$ cat config.mk
export PLATFORM = sky130hd
export DESIGN_NAME = mac_arbiter
export DESIGN_NICKNAME = d
export VERILOG_FILES = /design/src/rtl/mac_pkg.sv /design/src/rtl/mac_unit.sv /design/src/rtl/mac_arbiter.sv
export SDC_FILE = /design/constraint.sdc
export NUM_CORES = 1
export LEC_CHECK = 0
export ABC_CLOCK_PERIOD_IN_PS = 9450
export BUFFER_PORTS_ARGS = -buffer_cell sky130_fd_sc_hd__clkbuf_2
export CAP_MARGIN = 5
export CORE_MARGIN = 2
export CORE_UTILIZATION = 35
export CTS_CLUSTER_SIZE = 14
export DETAILED_ROUTE_END_ITERATION = 10
export PLACE_DENSITY = 0.57
export REMOVE_ABC_BUFFERS = 1
export SLEW_MARGIN = 20
export SYNTH_ARGS = -nofsm -noshare
export SYNTH_HDL_FRONTEND = slang
export SYNTH_SLANG_ARGS = --single-unit
export TNS_END_PERCENT = 10
$ cat constraint.sdc
create_clock -name clk -period 9.45 [get_ports clk]
set_input_delay 1.89 -clock clk [delete_from_list [all_inputs] [get_ports clk]]
set_output_delay 1.89 -clock clk [all_outputs]
set_load 0.005 [all_outputs]
$ cat src/rtl/mac_pkg.sv
// Shared defaults and types for the multi-requester MAC arbiter.
package mac_pkg;

    localparam int DEF_NUM_REQ = 4;
    localparam int DEF_OP_W    = 16;
    localparam int DEF_ACC_W   = 32;

    typedef logic [$clog2(DEF_NUM_REQ)-1:0] req_idx_t;

endpackage

$ cat src/rtl/mac_unit.sv
// Registered multiply-accumulate: out_result = a*b + c one cycle after in_valid.
module mac_unit
    import mac_pkg::*;
#(
    parameter int OP_W  = DEF_OP_W,
    parameter int ACC_W = DEF_ACC_W
) (
    input  logic             clk,
    input  logic             rst,
    input  logic             in_valid,
    input  logic [OP_W-1:0]  in_a,
    input  logic [OP_W-1:0]  in_b,
    input  logic [ACC_W-1:0] in_c,
    output logic             out_valid,
    output logic [ACC_W-1:0] out_result
);

    logic [2*OP_W-1:0] product;
    logic              valid_q, valid_d;
    logic [ACC_W-1:0]  result_q, result_d;

    always_comb begin
        product  = in_a * in_b;
        valid_d  = in_valid;
        result_d = result_q;
        // Unsigned product is zero-extended or truncated to ACC_W; the add wraps.
        if (in_valid) result_d = ACC_W'(product) + in_c;
    end

    always_ff @(posedge clk) begin
        if (rst) begin
            valid_q  <= 1'b0;
            result_q <= '0;
        end else begin
            valid_q  <= valid_d;
            result_q <= result_d;
        end
    end

    assign out_valid  = valid_q;
    assign out_result = result_q;

endmodule

$ cat src/rtl/mac_arbiter.sv
// Round-robin arbiter sharing one registered MAC among NUM_REQ requesters,
// with a held per-requester response register and a handshake counter.
module mac_arbiter
    import mac_pkg::*;
#(
    parameter int NUM_REQ = DEF_NUM_REQ,
    parameter int OP_W    = DEF_OP_W,
    parameter int ACC_W   = DEF_ACC_W
) (
    input  logic                            clk,
    input  logic                            rst,
    input  logic [NUM_REQ-1:0]              req_valid,
    output logic [NUM_REQ-1:0]              req_ready,
    input  logic [NUM_REQ-1:0][OP_W-1:0]    req_a,
    input  logic [NUM_REQ-1:0][OP_W-1:0]    req_b,
    input  logic [NUM_REQ-1:0][ACC_W-1:0]   req_c,
    output logic [NUM_REQ-1:0]              rsp_valid,
    input  logic [NUM_REQ-1:0]              rsp_ready,
    output logic [NUM_REQ-1:0][ACC_W-1:0]   rsp_result,
    output logic [15:0]                     ops_done
);

    localparam int IDX_W = (NUM_REQ > 1) ? $clog2(NUM_REQ) : 1;
    typedef logic [IDX_W-1:0] idx_t;

    idx_t                          rr_ptr_q, rr_ptr_d;
    idx_t                          idx_q, idx_d;
    idx_t                          grant_idx;
    logic                          grant_found;
    logic                          accept;
    logic [NUM_REQ-1:0]            eligible;
    logic [NUM_REQ-1:0]            rsp_valid_q, rsp_valid_d;
    logic [NUM_REQ-1:0]            handshake;
    logic [NUM_REQ-1:0][ACC_W-1:0] result_q, result_d;
    logic [15:0]                   ops_done_q, ops_done_d;
    logic                          unit_out_valid;
    logic [ACC_W-1:0]              unit_result;
    logic [OP_W-1:0]               sel_a, sel_b;
    logic [ACC_W-1:0]              sel_c;

    // Grant search starts at rr_ptr; a requester holding a response is not eligible.
    always_comb begin
        int cand;
        cand        = 0;
        eligible    = req_valid & ~rsp_valid;
        grant_found = 1'b0;
        grant_idx   = rr_ptr_q;
        for (int k = 0; k < NUM_REQ; k++) begin
            cand = int'(rr_ptr_q) + k;
            if (cand >= NUM_REQ) cand = cand - NUM_REQ;
            if (!grant_found && eligible[cand]) begin
                grant_found = 1'b1;
                grant_idx   = idx_t'(cand);
            end
        end

        accept    = grant_found && !rst;
        req_ready = '0;
        if (accept) req_ready[grant_idx] = 1'b1;

        rr_ptr_d = rr_ptr_q;
        idx_d    = idx_q;
        if (accept) begin
            idx_d    = grant_idx;
            rr_ptr_d = (int'(grant_idx) == NUM_REQ - 1) ? '0 : grant_idx + idx_t'(1);
        end

        sel_a = req_a[grant_idx];
        sel_b = req_b[grant_idx];
        sel_c = req_c[grant_idx];
    end

    mac_unit #(
        .OP_W  (OP_W),
        .ACC_W (ACC_W)
    ) u_mac_unit (
        .clk        (clk),
        .rst        (rst),
        .in_valid   (accept),
        .in_a       (sel_a),
        .in_b       (sel_b),
        .in_c       (sel_c),
        .out_valid  (unit_out_valid),
        .out_result (unit_result)
    );

    // A fresh MAC result is presented directly in its first cycle, then held locally.
    always_comb begin
        logic land;
        land        = 1'b0;
        ops_done_d  = ops_done_q;
        rsp_valid   = '0;
        rsp_result  = '0;
        handshake   = '0;
        rsp_valid_d = '0;
        result_d    = result_q;
        for (int i = 0; i < NUM_REQ; i++) begin
            land          = unit_out_valid && (int'(idx_q) == i);
            rsp_valid[i]  = rsp_valid_q[i] | land;
            rsp_result[i] = land ? unit_result : result_q[i];
            handshake[i]  = rsp_valid[i] & rsp_ready[i];
            rsp_valid_d[i] = rsp_valid[i] & ~rsp_ready[i];
            result_d[i]   = rsp_result[i];
            // NOTE: blocking accumulation is intended here; each iteration adds to the running sum.
            ops_done_d    = ops_done_d + 16'(handshake[i]);
        end
    end

    always_ff @(posedge clk) begin
        if (rst) begin
            rr_ptr_q    <= '0;
            idx_q       <= '0;
            rsp_valid_q <= '0;
            // NOTE: the result bank is reset because rsp_result is visible and must read zero after reset.
            result_q    <= '0;
            ops_done_q  <= '0;
        end else begin
            rr_ptr_q    <= rr_ptr_d;
            idx_q       <= idx_d;
            rsp_valid_q <= rsp_valid_d;
            result_q    <= result_d;
            ops_done_q  <= ops_done_d;
        end
    end

    assign ops_done = ops_done_q;

endmodule

==> run summary <==
Final instance area: 22050 sq um
Util after Layout: 0.4272
Core footprint: 51610 sq um
Hold path startpoint: ops_done[6]
Post-DRT Antenna Nets: 0
Mean number of vias per cell: 4.706
Vias in the first global route: 15218
Std-Cell Rows: 83
R2R setup slack: 1110 ps
Synth top area share: 0.2483
Die Height: 233.2 um
1st-iter DRT viols: 619
Length of the first detailed-routing pass in iterations: 5
Max Cap Violations: 0
Worst hold path depth: 2
First-pass GRT wire length: 82540 um
Asr flop ratio synth: 0
WS Path Type: primary input to flop
Max Fclk: 112.3 MHz
Run status: finished, final reports clean
Dpl ws: 17.64 ps
Most common flop cell mapped by yosys: dfxtp_1
Max FO, Critical Path: 19
Seq cells post-synth: 185
RR Endpoint: u_mac_unit.out_result[24]
Crit path max-delay cell type: fa_1
Post-synth top cells: inv_1 (332), fa_1 (228), nand2_1 (197), dfxtp_1 (185), nor2_1 (182)
Initial antenna violation count: 0
Worst Reg-to-Reg Cells: 28
I/O pin count: 418
Final worst path period share: 0.9422
CP top delay family: adder cells
Fill cells: 5100
Skew-Pair Late Insertion Delay: 440 ps
Actual slew at the worst max-slew pin: 1029 ps
Setup violators final: 0
Syn Inst Count: 1963
Hold worst-path end: ops_done[6]
CP most frequent cell: fa_1
CTS H-tree lvls: 4
GRT Residual Overflow: 0
Slew Viols, Final: 0
RSZ-0062 raised after global routing: false
Final Hold Violating Endpoints: 0
RePlAce Congestion: 0.8948
Max incr delay on CP: 580 ps
Area after DPL: 21460 sq um
TritonCTS Buffers: 17
Critical Path RT: 9780 ps
Mapped cell area: 18380 sq um
Number of buffers and inverters on the critical path: 4
Max Root-Sink Buffers: 2
CP Data Arrival Time: 9230 ps
Reg2reg start: u_mac_unit.out_valid
Initial Util: 0.3562
CP Launch Type: primary input
Library cells used by synthesis: 65
Buffers on Ports: 417
Yosys warning total: 0
Root Driver: clkbuf_16
Via count: 14457
Minimum clock period: 8904 ps
Total Routing Usage GR: 0.1959
Synth top area cells: fa_1 (25%), dfxtp_1 (20%), mux2_2 (8.0%)
CTS tree: built
Die width: 233.2 um
WL final: 52760 um
Syn Area/Cell: 9.365 sq um
Die area: 54380 sq um
Post-synth EDFFs: 0
Crit. End Element: flop
Antenna fix cells: 0
Reg clk slew, reported paths: 60 ps
Post-DP HPWL: 43870 um
Area leader, netlist: fa_1
Hold Slack: 502.8 ps
HP Class: flop to flop
Sequential cell area fraction in the yosys report: 0.2015
Slew Limit Headroom: 0.3141
Area Overhead vs Synth: 19.95%
Cts hold-fix bufs: 0
DRC Markers: 0
Cell with the most instances after synthesis: inv_1
Share of cells above drive strength 1: 0.3089
Final worst clock skew: 9.483 ps
PnR worst setup slack: 546.5 ps
Nets@finish: 2978
Clock sinks: 185
Largest net degree at the start of global routing: 110
Wire per inst: 17.17 um
-- final cells by class --
cell class              count  area (sq um)  share of cell area
clock buffers              22         464.2             0.02105
clock inverters             9         113.9            0.005163
inverters                 333          1252             0.05680
multi-input cells        1351         12970              0.5883
flip-flops and latches    185          3704              0.1680
well taps                 680         850.8             0.03858
repair buffers            492          2694              0.1222
-- metrics by stage --
| step | instances | TNS (ps) |
|---|---|---|
| after floorplan | 1869 | -41670 |
| after global placement | 3041 | 0 |
| after detailed placement | 3041 | 0 |
| after CTS | 3072 | 0 |
| after global routing | 3072 | 0 |
| final | 3072 | 0 |
-- worst max-delay path by stage --
| stage | from | end | slack [ps] | cells past startpoint |
|---|---|---|---|---|
| 2_1_floorplan | req_valid[3] | u_mac_unit.out_result[24] | -2310 | 24 |
| 3_3_place_gp | req_valid[0] | u_mac_unit.out_result[31] | 120 | 32 |
| 3_5_place_dp | req_valid[1] | u_mac_unit.out_result[30] | 20 | 29 |
| 4_1_cts | req_valid[1] | u_mac_unit.out_result[24] | 480 | 27 |
| 5_1_grt | req_valid[1] | u_mac_unit.out_result[24] | 30 | 27 |
| 6_report | req_valid[1] | u_mac_unit.out_result[24] | 550 | 27 |
-- kinds of logic after synthesis --
| group | count (synthesis) | share of synthesized area |
|---|---|---|
| compound gates | 123 | 0.04363 |
| xor+xnor | 38 | 0.01810 |
| fa+ha+maj | 332 | 0.3191 |
| buf+inv | 427 | 0.09481 |
| flops | 185 | 0.2015 |
| mux | 217 | 0.1545 |
| simple gates | 641 | 0.1684 |
-- per-layer routing --
metal	vias to the layer above	track usage	wire length, um
met2	359	0.3338	25160
li1	6976	-	-
met5	-	0	0
met1	7079	0.2619	24190
met3	43	0.02747	2519
met4	0	0.04678	887
-- what timing repair did --
action / in CTS / in global routing
setup endpoints to repair: 0 / 2
gates resized for setup: 0 / 3
buffers inserted: 0 / 0
endpoints found under the hold margin: 0 / 0
-- cells in the final DEF (no fill, tap or decap), types with 4 or more instances in the layout --
master       n
a211oi_1    12
a21o_1      15
a21oi_1     46
a31oi_1      6
and2_1      31
and3_1       6
buf_4       72
clkbuf_16   17
clkbuf_2   416
dfxtp_1    185
fa_1       228
ha_1       104
inv_1      332
mux2_2     130
mux2i_1     46
mux4_2      40
nand2_1    197
nand2b_1    11
nand3_1     11
nand4_1      4
nor2_1     182
nor2_2       6
nor2b_1    138
nor3_1       5
nor3b_1      4
o211ai_1     5
o21ai_0     13
or2_2       25
xnor2_1     18
xor2_1      20
-- state kept, by name, indices dropped and copies added (netlist names) --
| signal | cells |
|---|---|
| u_mac_unit.out_result | 32 |
| ops_done | 16 |
| u_mac_unit.out_valid | 1 |
| result_q | 128 |
| rsp_valid_q | 4 |
| rr_ptr_q | 2 |
| idx_q | 2 |
-- worst register-to-register path, delay by kind of cell, from the launching register on --
| family | cells | cell delay, ps |
|---|---|---|
| fa+ha+maj | 7 | 3270 |
| compound gates | 9 | 2210 |
| simple gates | 8 | 1610 |
| flops | 1 | 470 |
| buf+inv | 3 | 460 |
| mux | 1 | 230 |
Power is not shown: default switching activity piles up to over one toggle a cycle in this logic, so the estimate is an artifact.
